`config.mk`:
```
export PLATFORM = sky130hd
export DESIGN_NAME = pcs_rx_descrambler
export DESIGN_NICKNAME = d
export VERILOG_FILES = /design/src/rtl/pcs_rx_descrambler.sv
export SDC_FILE = /design/constraint.sdc
export NUM_CORES = 1
export LEC_CHECK = 0
export CORE_UTILIZATION = 54
export DETAILED_ROUTE_END_ITERATION = 16
export GPL_TIMING_DRIVEN = 1
export PLACE_DENSITY = 0.8
export SLEW_MARGIN = 5
export SYNTH_ARGS = -nofsm -noshare
export SYNTH_HDL_FRONTEND = slang
export SYNTH_SLANG_ARGS = --single-unit
```
`constraint.sdc`:
```
create_clock -name clock -period 2.7 [get_ports clock]
set_input_delay 0.405 -clock clock [delete_from_list [all_inputs] [get_ports clock]]
set_output_delay 0.405 -clock clock [all_outputs]
set_load 0.005 [all_outputs]
```
`src/rtl/pcs_rx_descrambler.sv`:
```
// Side-stream descrambler for the PCS receive path: locks onto idle traffic, then emits descrambled bytes.
// Define DESCRAMBLER_STATS_EN to add the io_lockLoss counter and the io_state debug outputs.
module pcs_rx_descrambler #(
  parameter int LOCK_COUNT = 16,
  parameter int MAX_NOIDLE = 4096
) (
  input  logic        clock,
  input  logic        reset,
  input  logic [7:0]  io_inData,
  input  logic        io_inValid,
  input  logic        io_master,
  output logic [7:0]  io_outData,
  output logic        io_outValid,
  output logic        io_locked
`ifdef DESCRAMBLER_STATS_EN
  ,
  output logic [15:0] io_lockLoss,
  output logic [1:0]  io_state
`endif
);

  typedef enum logic [1:0] {
    HUNT   = 2'd0,
    CHECK  = 2'd1,
    LOCKED = 2'd2
  } state_t;

  localparam logic [7:0]  LOCK_CNT_L   = LOCK_COUNT[7:0];
  localparam logic [15:0] MAX_NOIDLE_L = MAX_NOIDLE[15:0];

  state_t      state_reg;
  logic [32:0] lfsr_reg;
  logic [2:0]  byte_cnt_reg;
  logic [7:0]  good_cnt_reg;
  logic [15:0] wdog_reg;
  logic        master_reg;
  logic        master_seen_reg;
  logic [7:0]  out_data_reg;
  logic        out_valid_reg;
  logic        locked_reg;

  logic [32:0] gen_next;
  logic [32:0] hunt_next;
  logic [7:0]  keystream;
  logic [7:0]  desc_byte;
  logic [7:0]  good_next;
  logic [15:0] wdog_next;
  logic        master_chg;

  // Two views of the next LFSR value: free-running generation, and loading received bits in HUNT.
  always_comb begin
    gen_next  = lfsr_reg;
    hunt_next = lfsr_reg;
    keystream = 8'h00;
    for (int i = 0; i < 8; i++) begin
      keystream[i] = gen_next[32] ^ (master_reg ? gen_next[12] : gen_next[19]);
      gen_next     = {gen_next[31:0], keystream[i]};
      hunt_next    = {hunt_next[31:0], io_inData[i]};
    end
  end

  assign desc_byte  = io_inData ^ keystream;
  assign good_next  = good_cnt_reg + 8'd1;
  assign wdog_next  = wdog_reg + 16'd1;
  // The first edge after reset only captures io_master, so a static strap never looks like a toggle.
  assign master_chg = master_seen_reg && (io_master != master_reg);

  always_ff @(posedge clock or negedge reset) begin
    if (!reset) begin
      state_reg       <= HUNT;
      lfsr_reg        <= '0;
      byte_cnt_reg    <= '0;
      good_cnt_reg    <= '0;
      wdog_reg        <= '0;
      master_reg      <= 1'b0;
      master_seen_reg <= 1'b0;
      out_data_reg    <= 8'h00;
      out_valid_reg   <= 1'b0;
      locked_reg      <= 1'b0;
    end else begin
      master_reg      <= io_master;
      master_seen_reg <= 1'b1;
      if (master_chg) begin
        state_reg     <= HUNT;
        byte_cnt_reg  <= '0;
        good_cnt_reg  <= '0;
        wdog_reg      <= '0;
        out_valid_reg <= 1'b0;
        locked_reg    <= 1'b0;
      end else if (!io_inValid) begin
        out_valid_reg <= 1'b0;
      end else begin
        case (state_reg)
          HUNT: begin
            lfsr_reg      <= hunt_next;
            out_valid_reg <= 1'b0;
            if (byte_cnt_reg == 3'd4) begin
              byte_cnt_reg <= '0;
              if (hunt_next != '0) begin
                state_reg    <= CHECK;
                good_cnt_reg <= '0;
              end
            end else begin
              byte_cnt_reg <= byte_cnt_reg + 3'd1;
            end
          end
          CHECK: begin
            lfsr_reg      <= gen_next;
            out_valid_reg <= 1'b0;
            if (desc_byte == 8'h00) begin
              good_cnt_reg <= good_next;
              if (good_next == LOCK_CNT_L) begin
                state_reg <= LOCKED;
                wdog_reg  <= '0;
              end
            end else begin
              state_reg    <= HUNT;
              byte_cnt_reg <= '0;
            end
          end
          LOCKED: begin
            lfsr_reg <= gen_next;
            if (desc_byte != 8'h00 && wdog_next == MAX_NOIDLE_L) begin
              state_reg     <= HUNT;
              byte_cnt_reg  <= '0;
              wdog_reg      <= '0;
              out_valid_reg <= 1'b0;
              locked_reg    <= 1'b0;
            end else begin
              wdog_reg      <= (desc_byte == 8'h00) ? 16'd0 : wdog_next;
              out_data_reg  <= desc_byte;
              out_valid_reg <= 1'b1;
              locked_reg    <= 1'b1;
            end
          end
          default: begin
            state_reg     <= HUNT;
            byte_cnt_reg  <= '0;
            out_valid_reg <= 1'b0;
            locked_reg    <= 1'b0;
          end
        endcase
      end
    end
  end

  assign io_outData  = out_data_reg;
  assign io_outValid = out_valid_reg;
  assign io_locked   = locked_reg;

`ifdef DESCRAMBLER_STATS_EN
  logic [15:0] lock_loss_reg;
  logic        lock_drop;

  assign lock_drop = (state_reg == LOCKED) &&
                     (master_chg || (io_inValid && desc_byte != 8'h00 && wdog_next == MAX_NOIDLE_L));

  always_ff @(posedge clock or negedge reset) begin
    if (!reset) begin
      lock_loss_reg <= '0;
    end else if (lock_drop && lock_loss_reg != 16'hFFFF) begin
      lock_loss_reg <= lock_loss_reg + 16'd1;
    end
  end

  assign io_lockLoss = lock_loss_reg;
  assign io_state    = state_reg;
`endif

endmodule

```
==> results of run 1 <==
-- timing repair --
| item | 4_1_cts | 5_1_grt |
|---|---|---|
| buffers inserted | 0 | 1 |
| pin swaps | 0 | 1 |
| resized for setup | 1 | 7 |
| setup endpoints to repair | 12 | 24 |
| gates cloned | 0 | 0 |
-- worst min-delay path by stage --
stage	to	slack, ns	cells past startpoint
floorplan	byte_cnt_reg[0]$_DFFE_PN0P_	0.11	0
global placement	io_outData[4]$_DFFE_PN0P_	0.47	1
detailed placement	io_outData[4]$_DFFE_PN0P_	0.48	1
CTS	wdog_reg[4]$_DFFE_PN0P_	0.22	1
global route	wdog_reg[6]$_DFFE_PN0P_	0.27	1
finish	wdog_reg[4]$_DFFE_PN0P_	0.17	1
-- worst max-delay path: stages, from the launching register on --
cell and delay (ns):
dfrtp_1 0.50, nand4_2 0.18, buf_4 0.20, nor4_2 0.35, xnor2_1 0.20, a21boi_1 0.17, a211o_2 0.40, buf_4 0.15
nand2b_1 0.19, o2bb2ai_1 0.18
-- cells by family (layout without fill, tap and decap cells) --
| kind of cell | after synthesis | after routing | share of synthesized area (%) |
|---|---|---|---|
| buffers and inverters | 33 | 94 | 3.48 |
| and+or+nand+nor | 128 | 128 | 17.9 |
| adders and majority gates | 10 | 10 | 2.93 |
| xor gates and xnor gates | 28 | 28 | 5.74 |
| other | 1 | 1 | 0.0877 |
| DFF | 74 | 74 | 43.3 |
| muxes | 55 | 55 | 14.1 |
| AOI/OAI and AO/OA | 77 | 77 | 12.4 |
-- metal layers --
metal  share of wire, %  vias to the layer above  GRT usage, %  wire [µm]
met2                 50                       92          40.5       4740
li1                   -                     1615             -          -
met4                1.9                        0          8.73        183
met1                 43                     1623          32.0       4090
met5                  0                        -             0          0
met3                5.2                       19          5.78        491
-- cells in the final DEF, fill, tap and decap left out, types with 13 or more instances in the layout --
cell type        instances
dfrtp_1                 70
buf_4                   41
mux2_2                  28
nor2_1                  25
clkdlybuf4s50_1         20
xnor2_1                 19
mux2i_1                 18
a22o_1                  17
inv_1                   15
nand2_1                 13
a21oi_1                 13
o21ai_1                 13
-- layout make-up --
cell class / instances / area (µm²)
clock inverter: 7 / 93.8
timing repair buffer: 63 / 548
sequential: 74 / 1860
fill: 591 / 2590
tap: 102 / 128
multi-input combinational: 299 / 2290
inverter: 15 / 56.3
clock buffer: 9 / 124
-- per-stage QoR --
stage / hold WS [ns] / setup TNS [ns]
after floorplan: 0.109 / 0
after global placement: 0.473 / -0.833
after detailed placement: 0.484 / -2.86
after CTS: 0.216 / 0
after global routing: 0.266 / -0.124
final: 0.165 / 0
-- power by group --
part / leakage, nW / internal, W / total (W) / switching, W
registers: 0.916 / 0.00144 / 0.00179 / 0.000351
clock network: 0.105 / 0.000518 / 0.000962 / 0.000443
logic: 1.12 / 0.000891 / 0.00157 / 0.000684
total: 2.14 / 0.00284 / 0.00432 / 0.00148
==> impl_metrics.py, run 1 <==
metrics = {
    "synth": {
        "ys_ff_latch": 74,
        "ys_top_cells_by_count": "dfrtp_1, mux2_2, nor2_1, xnor2_1, mux2i_1",
        "syn_nets": 428,
        "ys_async_sr_fraction_pct": 100,
        "syn_area_per_cell_um2": 10.5,
        "synth_top_area_cell": "dfrtp_1",
        "yosys.cell_types.count": 60,
        "yosysSeqAreaShare_pct": 43.3,
        "yosysMostFrequentCell": "dfrtp_1",
        "yosys_warnings": 0,
        "synth_top_area_share_pct": 43.3,
        "synth_edf_count": 0,
        "netlist_top_cells_area": "dfrtp_1, mux2_2, mux2i_1",
        "synth_top_flop_cell": "dfrtp_1",
        "synthCells": 406,
        "syn-cell-area_um2": 4280,
    },
    "placement": {
        "place_congestion": 0.882,
        "dp_cells": 552,
        "pre_cts_ws_ns": -0.182,
        "post-dp-hpwl_um": 6750,
        "io_buffers": 21,
        "place_area_um2": 4860,
    },
    "routing": {
        "drt-wirelength-per-cell_um": 16.7,
        "dr.pass1.iters": 4,
        "routed_wl_um": 9500,
        "antenna_left": 0,
        "drt_first_iter_violations": 201,
        "via_count": 3349,
        "viasPerCell": 5.89,
        "drc_errors": 0,
    },
    "cts": {
        "cts_num_sinks": 74,
        "cts_tree": "built",
        "clock_latency_ns": 0.36,
        "cts_made_buffers": 9,
        "clkTransAtPathRegs_ns": 0.09,
        "clockBufferDepth": 2,
        "cts_root_buffer": "clkbuf_8",
        "h-tree-depth": 3,
        "ctsHoldBuffers": 0,
    },
    "layout": {
        "fin_cells": 569,
        "fin_area_um2": 5100,
        "drive_above_1_share_pct": 22.9,
        "fin_nets": 484,
        "fin_util_pct": 66.4,
        "largest_reg_flops": 33,
        "area_growth_pct": 19.3,
        "antenna_cells": 0,
    },
    "power_and_ir_drop": {
        "fin_total_pwr_w": 0.00432,
        "p_leak_nw": 2.14,
        "powerDensity_nw_per_um2": 847,
        "ir_worst_vdd_v": 0.000650,
    },
    "worst_setup_path": {
        "r2r_start": "wdog_reg[3]$_DFFE_PN0P_",
        "cp_data_required_time_ns": 2.97,
        "r2r-end": "wdog_reg[9]$_DFFE_PN0P_",
        "cp.arrival_ns": 2.86,
        "regToRegSetupSlack_ns": 0.11,
        "rr_worst_depth": 9,
        "startpoint": "wdog_reg[3]$_DFFE_PN0P_",
        "endpoint_kind": "register",
        "crit_end": "wdog_reg[9]$_DFFE_PN0P_",
        "crit_fanout": 8,
        "worstSetupPathType": "reg2reg",
        "start_kind": "register",
    },
    "timing": {
        "tightestPinTransition_ns": 0.942,
        "finalSetupViolCount": 0,
        "hold_violations": 0,
        "fmax_ghz": 0.386,
        "setup_slack_ns": 0.112,
        "relSlewSlack_pct": 37.2,
        "fin_skew_ns": 0.0113,
        "period_minus_slack_ns": 2.59,
        "period_share_pct": 95.9,
        "slew_viol_final": 0,
    },
    "die": {
        "die_area_um2": 8280,
        "num_rows": 32,
        "start_util_pct": 55.6,
        "ioPinCount": 22,
        "core_area_um2": 7690,
        "die_w_um": 91.0,
        "die_h_um": 91.0,
    },
    "global_routing": {
        "grt_pass1_vias": 3293,
        "grt_usage_pct": 24.7,
        "grt_max_degree": 75,
        "grt_overflow": 0,
        "antenna_found_initial": 0,
        "grt_pass1_wl_um": 16000,
    },
    "job": {
        "cap_violations": 0,
    },
    "worst_hold_path": {
        "hold_class": "in2async",
    },
    "outcome": {
        "outcome": "completed",
    },
}
Power figures use the tool's default switching activity.
==> inputs of run 2 (changes only) <==
SLEW_MARGIN = 30   (was 5)
==> impl_metrics.py, run 2 (synthesized netlist as in run 1, its figures left out) <==
metrics = {
    "timing": {
        "period_minus_slack_ns": 2.58,
        "setup_slack_ns": 0.116,
        "period_share_pct": 95.7,
        "whs_ns": 0.0411,
        "fin_skew_ns": 0.0104,
        "hold_violations": 0,
        "relSlewSlack_pct": 54.6,
        "slew_viol_final": 0,
        "tightestPinTransition_ns": 0.682,
        "finalSetupViolCount": 0,
        "fmax_ghz": 0.387,
    },
    "worst_setup_path": {
        "crit_slowest_cell": "dfrtp_2",
        "endpoint_kind": "register",
        "cp_data_required_time_ns": 2.95,
        "cp_num_cells": 9,
        "regToRegSetupSlack_ns": 0.12,
        "timing.critical_path.mode_cell": "buf_4",
        "worstSetupPathType": "reg2reg",
        "start_kind": "register",
        "r2r-end": "wdog_reg[2]$_DFFE_PN0P_",
        "crit_path_max_incr_delay_ns": 0.46,
        "r2r_start": "good_cnt_reg[0]$_DFFE_PN0P_",
        "crit_fanout": 12,
        "rr_worst_depth": 9,
        "crit_end": "wdog_reg[2]$_DFFE_PN0P_",
        "crit_chain": "and4_1, a211o_1, a2111oi_1, buf_4, and3_1, a221o_2, buf_4, o21ai_1, a22o_1",
        "critPathBufInv": 2,
        "cp.arrival_ns": 2.83,
        "startpoint": "good_cnt_reg[0]$_DFFE_PN0P_",
        "critPathTopFamily": "compound AO/OA/AOI/OAI gates",
    },
    "routing": {
        "drt_first_iter_violations": 186,
        "drt-wirelength-per-cell_um": 16.7,
        "dr.pass1.iters": 4,
        "routed_wl_um": 9500,
        "viasPerCell": 5.93,
        "via_count": 3377,
        "antenna_left": 0,
        "drc_errors": 0,
    },
    "die": {
        "core_area_um2": 7690,
        "die_area_um2": 8280,
        "die_w_um": 91.0,
        "ioPinCount": 22,
        "start_util_pct": 55.6,
        "num_rows": 32,
        "die_h_um": 91.0,
    },
    "placement": {
        "place_congestion": 0.882,
        "post-dp-hpwl_um": 6750,
        "place_area_um2": 4860,
        "io_buffers": 21,
        "pre_cts_ws_ns": -0.182,
        "dp_cells": 552,
    },
    "layout": {
        "fin_nets": 484,
        "final_cell_mix": "dfrtp_1, buf_4, mux2_2",
        "largest_reg_flops": 33,
        "area_growth_pct": 19.4,
        "fin_area_um2": 5100,
        "drive_above_1_share_pct": 22.9,
        "fin_cells": 569,
        "layout_commonest_cell": "dfrtp_1",
        "antenna_cells": 0,
    },
    "power_and_ir_drop": {
        "ir_worst_vdd_v": 0.000651,
        "clkPwrFrac_pct": 22.2,
        "powerDensity_nw_per_um2": 846,
        "seqPwrFrac_pct": 41.3,
        "p_int_w": 0.00284,
        "switching_power_w": 0.00148,
        "p_leak_nw": 2.14,
        "p_comb_share_pct": 36.5,
        "switching_share_pct": 34.2,
    },
    "global_routing": {
        "grt_pass1_wl_um": 16000,
        "grt_usage_pct": 24.7,
        "antenna_found_initial": 0,
        "grt_pass1_vias": 3293,
        "grt_overflow": 0,
        "grt_max_degree": 75,
    },
    "cts": {
        "cts_tree": "built",
        "clkTransAtPathRegs_ns": 0.08,
        "cts_made_buffers": 9,
        "clock_latency_ns": 0.36,
        "cts_root_buffer": "clkbuf_8",
        "ctsHoldBuffers": 0,
        "h-tree-depth": 3,
        "clockBufferDepth": 2,
        "cts_num_sinks": 74,
    },
    "outcome": {
        "outcome": "completed",
    },
    "worst_hold_path": {
        "hold_class": "in2async",
    },
    "job": {
        "cap_violations": 0,
    },
}
[run 2: cell counts in the layout (fill, tap and decap cells not counted)]
No cell type changed its count.
[run 2: timing repair]
action                     in CTS  in global routing
hold endpoints to repair        0                  0
pin swaps                       0                  1
setup endpoints to repair      12                 24
gates resized for setup         1                  7
setup buffers                   0                  1
[run 2: layer usage]
layer	vias to the layer above	global-route usage, %	share of wire [%]
met5	-	0	0
met4	0	8.73	2.2
met3	25	5.78	5.2
met2	90	40.5	50
met1	1646	32.0	43
li1	1616	-	-
[run 2: worst min-delay path by stage]
stage / start / to / cells past startpoint
finish: reset / wdog_reg[4]$_DFFE_PN0P_ / 1
global route: reset / wdog_reg[6]$_DFFE_PN0P_ / 1
CTS: reset / wdog_reg[4]$_DFFE_PN0P_ / 1
detailed placement: io_outData[4]$_DFFE_PN0P_ / io_outData[4]$_DFFE_PN0P_ / 1
global placement: io_outData[4]$_DFFE_PN0P_ / io_outData[4]$_DFFE_PN0P_ / 1
floorplan: reset / byte_cnt_reg[0]$_DFFE_PN0P_ / 0
[run 2: final cells by class]
cell class                      count  area (µm²)
Tap cell                          102         128
Clock inverter                      7        93.8
Multi-Input combinational cell    299        2290
Sequential cell                    74        1860
Clock buffer                        9         124
Timing Repair Buffer               63         552
Fill cell                         590        2580
Inverter                           15        56.3
[run 2: per-stage QoR]
step	util, %	setup TNS [ns]	total power (W)
2_1_floorplan	-	0	0.00269
3_3_place_gp	63.2	-0.833	0.00327
3_5_place_dp	63.2	-2.86	0.00336
4_1_cts	66.1	0	0.00432
5_1_grt	66.4	-0.124	0.00457
6_report	66.4	0	0.00432
[run 2: worst reg2reg max path, stage by stage, from the launching register on]
cell and delay [ns]:
dfrtp_2 0.46, and4_1 0.26, a211o_1 0.30, a2111oi_1 0.46, buf_4 0.19, and3_1 0.15, a221o_2 0.16, buf_4 0.18
o21ai_1 0.09, a22o_1 0.23
[run 2: power by group through the flow]
stage	sequential [W]	combinational (W)	clock [W]
after global placement	0.00177	0.00149	0
final	0.00179	0.00158	0.000959
after floorplan	0.00169	0.00100	0
after global routing	0.00184	0.00172	0.00102
after CTS	0.00178	0.00157	0.000969
after detailed placement	0.00180	0.00156	0
==> inputs of run 3 (changes only) <==
CORE_MARGIN = 4   (was default)
==> impl_metrics.py, run 3 (synthesized netlist as in run 1, its figures left out) <==
metrics = {
    "outcome": {
        "outcome": "completed",
    },
    "cts": {
        "cts_made_buffers": 9,
        "cts_num_sinks": 74,
        "clock_latency_ns": 0.37,
        "clkTransAtPathRegs_ns": 0.09,
        "clockBufferDepth": 2,
        "cts_root_buffer": "clkbuf_8",
        "cts_tree": "built",
        "h-tree-depth": 3,
        "ctsHoldBuffers": 0,
    },
    "power_and_ir_drop": {
        "p_comb_share_pct": 35.5,
        "seqPwrFrac_pct": 42.8,
        "p_int_w": 0.00269,
        "ir_worst_vdd_v": 0.000583,
        "switching_share_pct": 36.8,
        "p_leak_nw": 2.12,
        "powerDensity_nw_per_um2": 830,
        "clkPwrFrac_pct": 21.7,
        "switching_power_w": 0.00157,
    },
    "layout": {
        "antenna_cells": 0,
        "area_growth_pct": 20.1,
        "final_cell_mix": "dfrtp_1, buf_4, mux2_2",
        "layout_commonest_cell": "dfrtp_1",
        "largest_reg_flops": 33,
        "fin_nets": 478,
        "fin_cells": 563,
        "drive_above_1_share_pct": 24.7,
        "fillers": 581,
    },
    "routing": {
        "routed_wl_um": 10100,
        "drc_errors": 0,
        "drt-wirelength-per-cell_um": 17.9,
        "antenna_left": 0,
        "via_count": 3445,
        "dr.pass1.iters": 4,
        "viasPerCell": 6.12,
        "drt_first_iter_violations": 219,
    },
    "placement": {
        "post-dp-hpwl_um": 6740,
        "dp_cells": 543,
        "place_congestion": 0.869,
        "io_buffers": 21,
    },
    "worst_setup_path": {
        "start_kind": "register",
        "endpoint_kind": "register",
        "cp.arrival_ns": 2.88,
        "crit_fanout": 7,
        "worstSetupPathType": "reg2reg",
        "cp_data_required_time_ns": 2.95,
    },
    "die": {
        "die_area_um2": 9410,
        "num_rows": 32,
        "die_h_um": 97.0,
        "start_util_pct": 55.3,
        "ioPinCount": 22,
        "core_area_um2": 7730,
        "die_w_um": 97.0,
    },
    "timing": {
        "hold_violations": 0,
        "tightestPinTransition_ns": 0.664,
        "rsz0062_at_grt": "true",
        "period_minus_slack_ns": 2.64,
        "fmax_ghz": 0.379,
        "period_share_pct": 97.6,
        "fin_skew_ns": 0.0179,
        "slew_viol_final": 0,
        "tns_ns": 0,
        "whs_ns": 0.0475,
        "finalSetupViolCount": 0,
        "relSlewSlack_pct": 55.7,
    },
    "global_routing": {
        "grt_overflow": 0,
        "grt_pass1_wl_um": 16300,
        "grt_max_degree": 75,
        "grt_usage_pct": 21.3,
        "antenna_found_initial": 0,
        "grt_pass1_vias": 3324,
    },
    "job": {
        "cap_violations": 0,
    },
    "worst_hold_path": {
        "hold_class": "in2async",
    },
}
run 3: worst paths after layout:
| check | startpoint | endpoint | slack (ns) | depth (start not counted) |
|---|---|---|---|---|
| worst max-delay path | wdog_reg[1]$_DFFE_PN0P_ | state_reg[0]$_DFFE_PN0P_ | 0.06 | 9 |
| worst min-delay path | reset | wdog_reg[4]$_DFFE_PN0P_ | 0.05 | 1 |
| worst max register to register | wdog_reg[1]$_DFFE_PN0P_ | state_reg[0]$_DFFE_PN0P_ | 0.06 | 9 |
| worst min register to register | io_outData[1]$_DFFE_PN0P_ | io_outData[1]$_DFFE_PN0P_ | 0.51 | 1 |
| max in group asynchronous | reset | wdog_reg[1]$_DFFE_PN0P_ | 2.17 | 1 |
| min in group clock | io_outData[1]$_DFFE_PN0P_ | io_outData[1]$_DFFE_PN0P_ | 0.51 | 1 |
run 3: routing by layer:
| metal | part of all wire [%] | track usage [%] | up-vias |
|---|---|---|---|
| met2 | 49 | 34.9 | 118 |
| met5 | 0 | 0 | - |
| li1 | - | - | 1591 |
| met1 | 44 | 27.7 | 1717 |
| met4 | 2.2 | 7.56 | 0 |
| met3 | 4.8 | 4.76 | 19 |
run 3: power groups by stage:
stage                     clock network (W)  logic [W]  registers [W]
after floorplan                           0    0.00100        0.00169
after global placement                    0    0.00137        0.00179
after detailed placement                  0    0.00143        0.00181
after CTS                          0.000927    0.00145        0.00180
after global routing               0.000980    0.00166        0.00186
final                              0.000926    0.00151        0.00182
run 3: area by class of cell:
class | count | area, µm² | share of cell area, %
clock buffers | 9 | 124 | 2.41
inverters | 15 | 56.3 | 1.10
repair buffers | 57 | 498 | 9.70
multi-input cells | 299 | 2390 | 46.5
clock inverters | 7 | 82.6 | 1.61
well taps | 102 | 128 | 2.49
flip-flops and latches | 74 | 1860 | 36.2
run 3: what timing repair did:
action / CTS / global route
hold endpoints to repair: 0 / 0
setup buffers: 0 / 4
endpoints found under the setup margin: 13 / 36
gates resized for setup: 3 / 23
pin swaps: 0 / 7
run 3: stage by stage:
stage          instance area [µm²]  power [W]  util [%]  setup slack (ns)
5_1_grt                       5130    0.00450      66.4           -0.0478
3_5_place_dp                  4780    0.00324      61.8            -0.212
2_1_floorplan                 4280    0.00269         -             0.147
3_3_place_gp                  4780    0.00315      61.8            -0.162
4_1_cts                       4990    0.00417      64.6           0.00947
6_report                      5130    0.00426      66.4            0.0637
run 3: critical path, cell delays in order, from the launching register on:
cell      delay [ns]
dfrtp_2         0.43
ha_2            0.19
nand2_1         0.07
or4_1           0.54
o311ai_2        0.11
nor4bb_4        0.36
nand4b_4        0.16
buf_4           0.18
a31oi_4         0.19
mux2_4          0.31
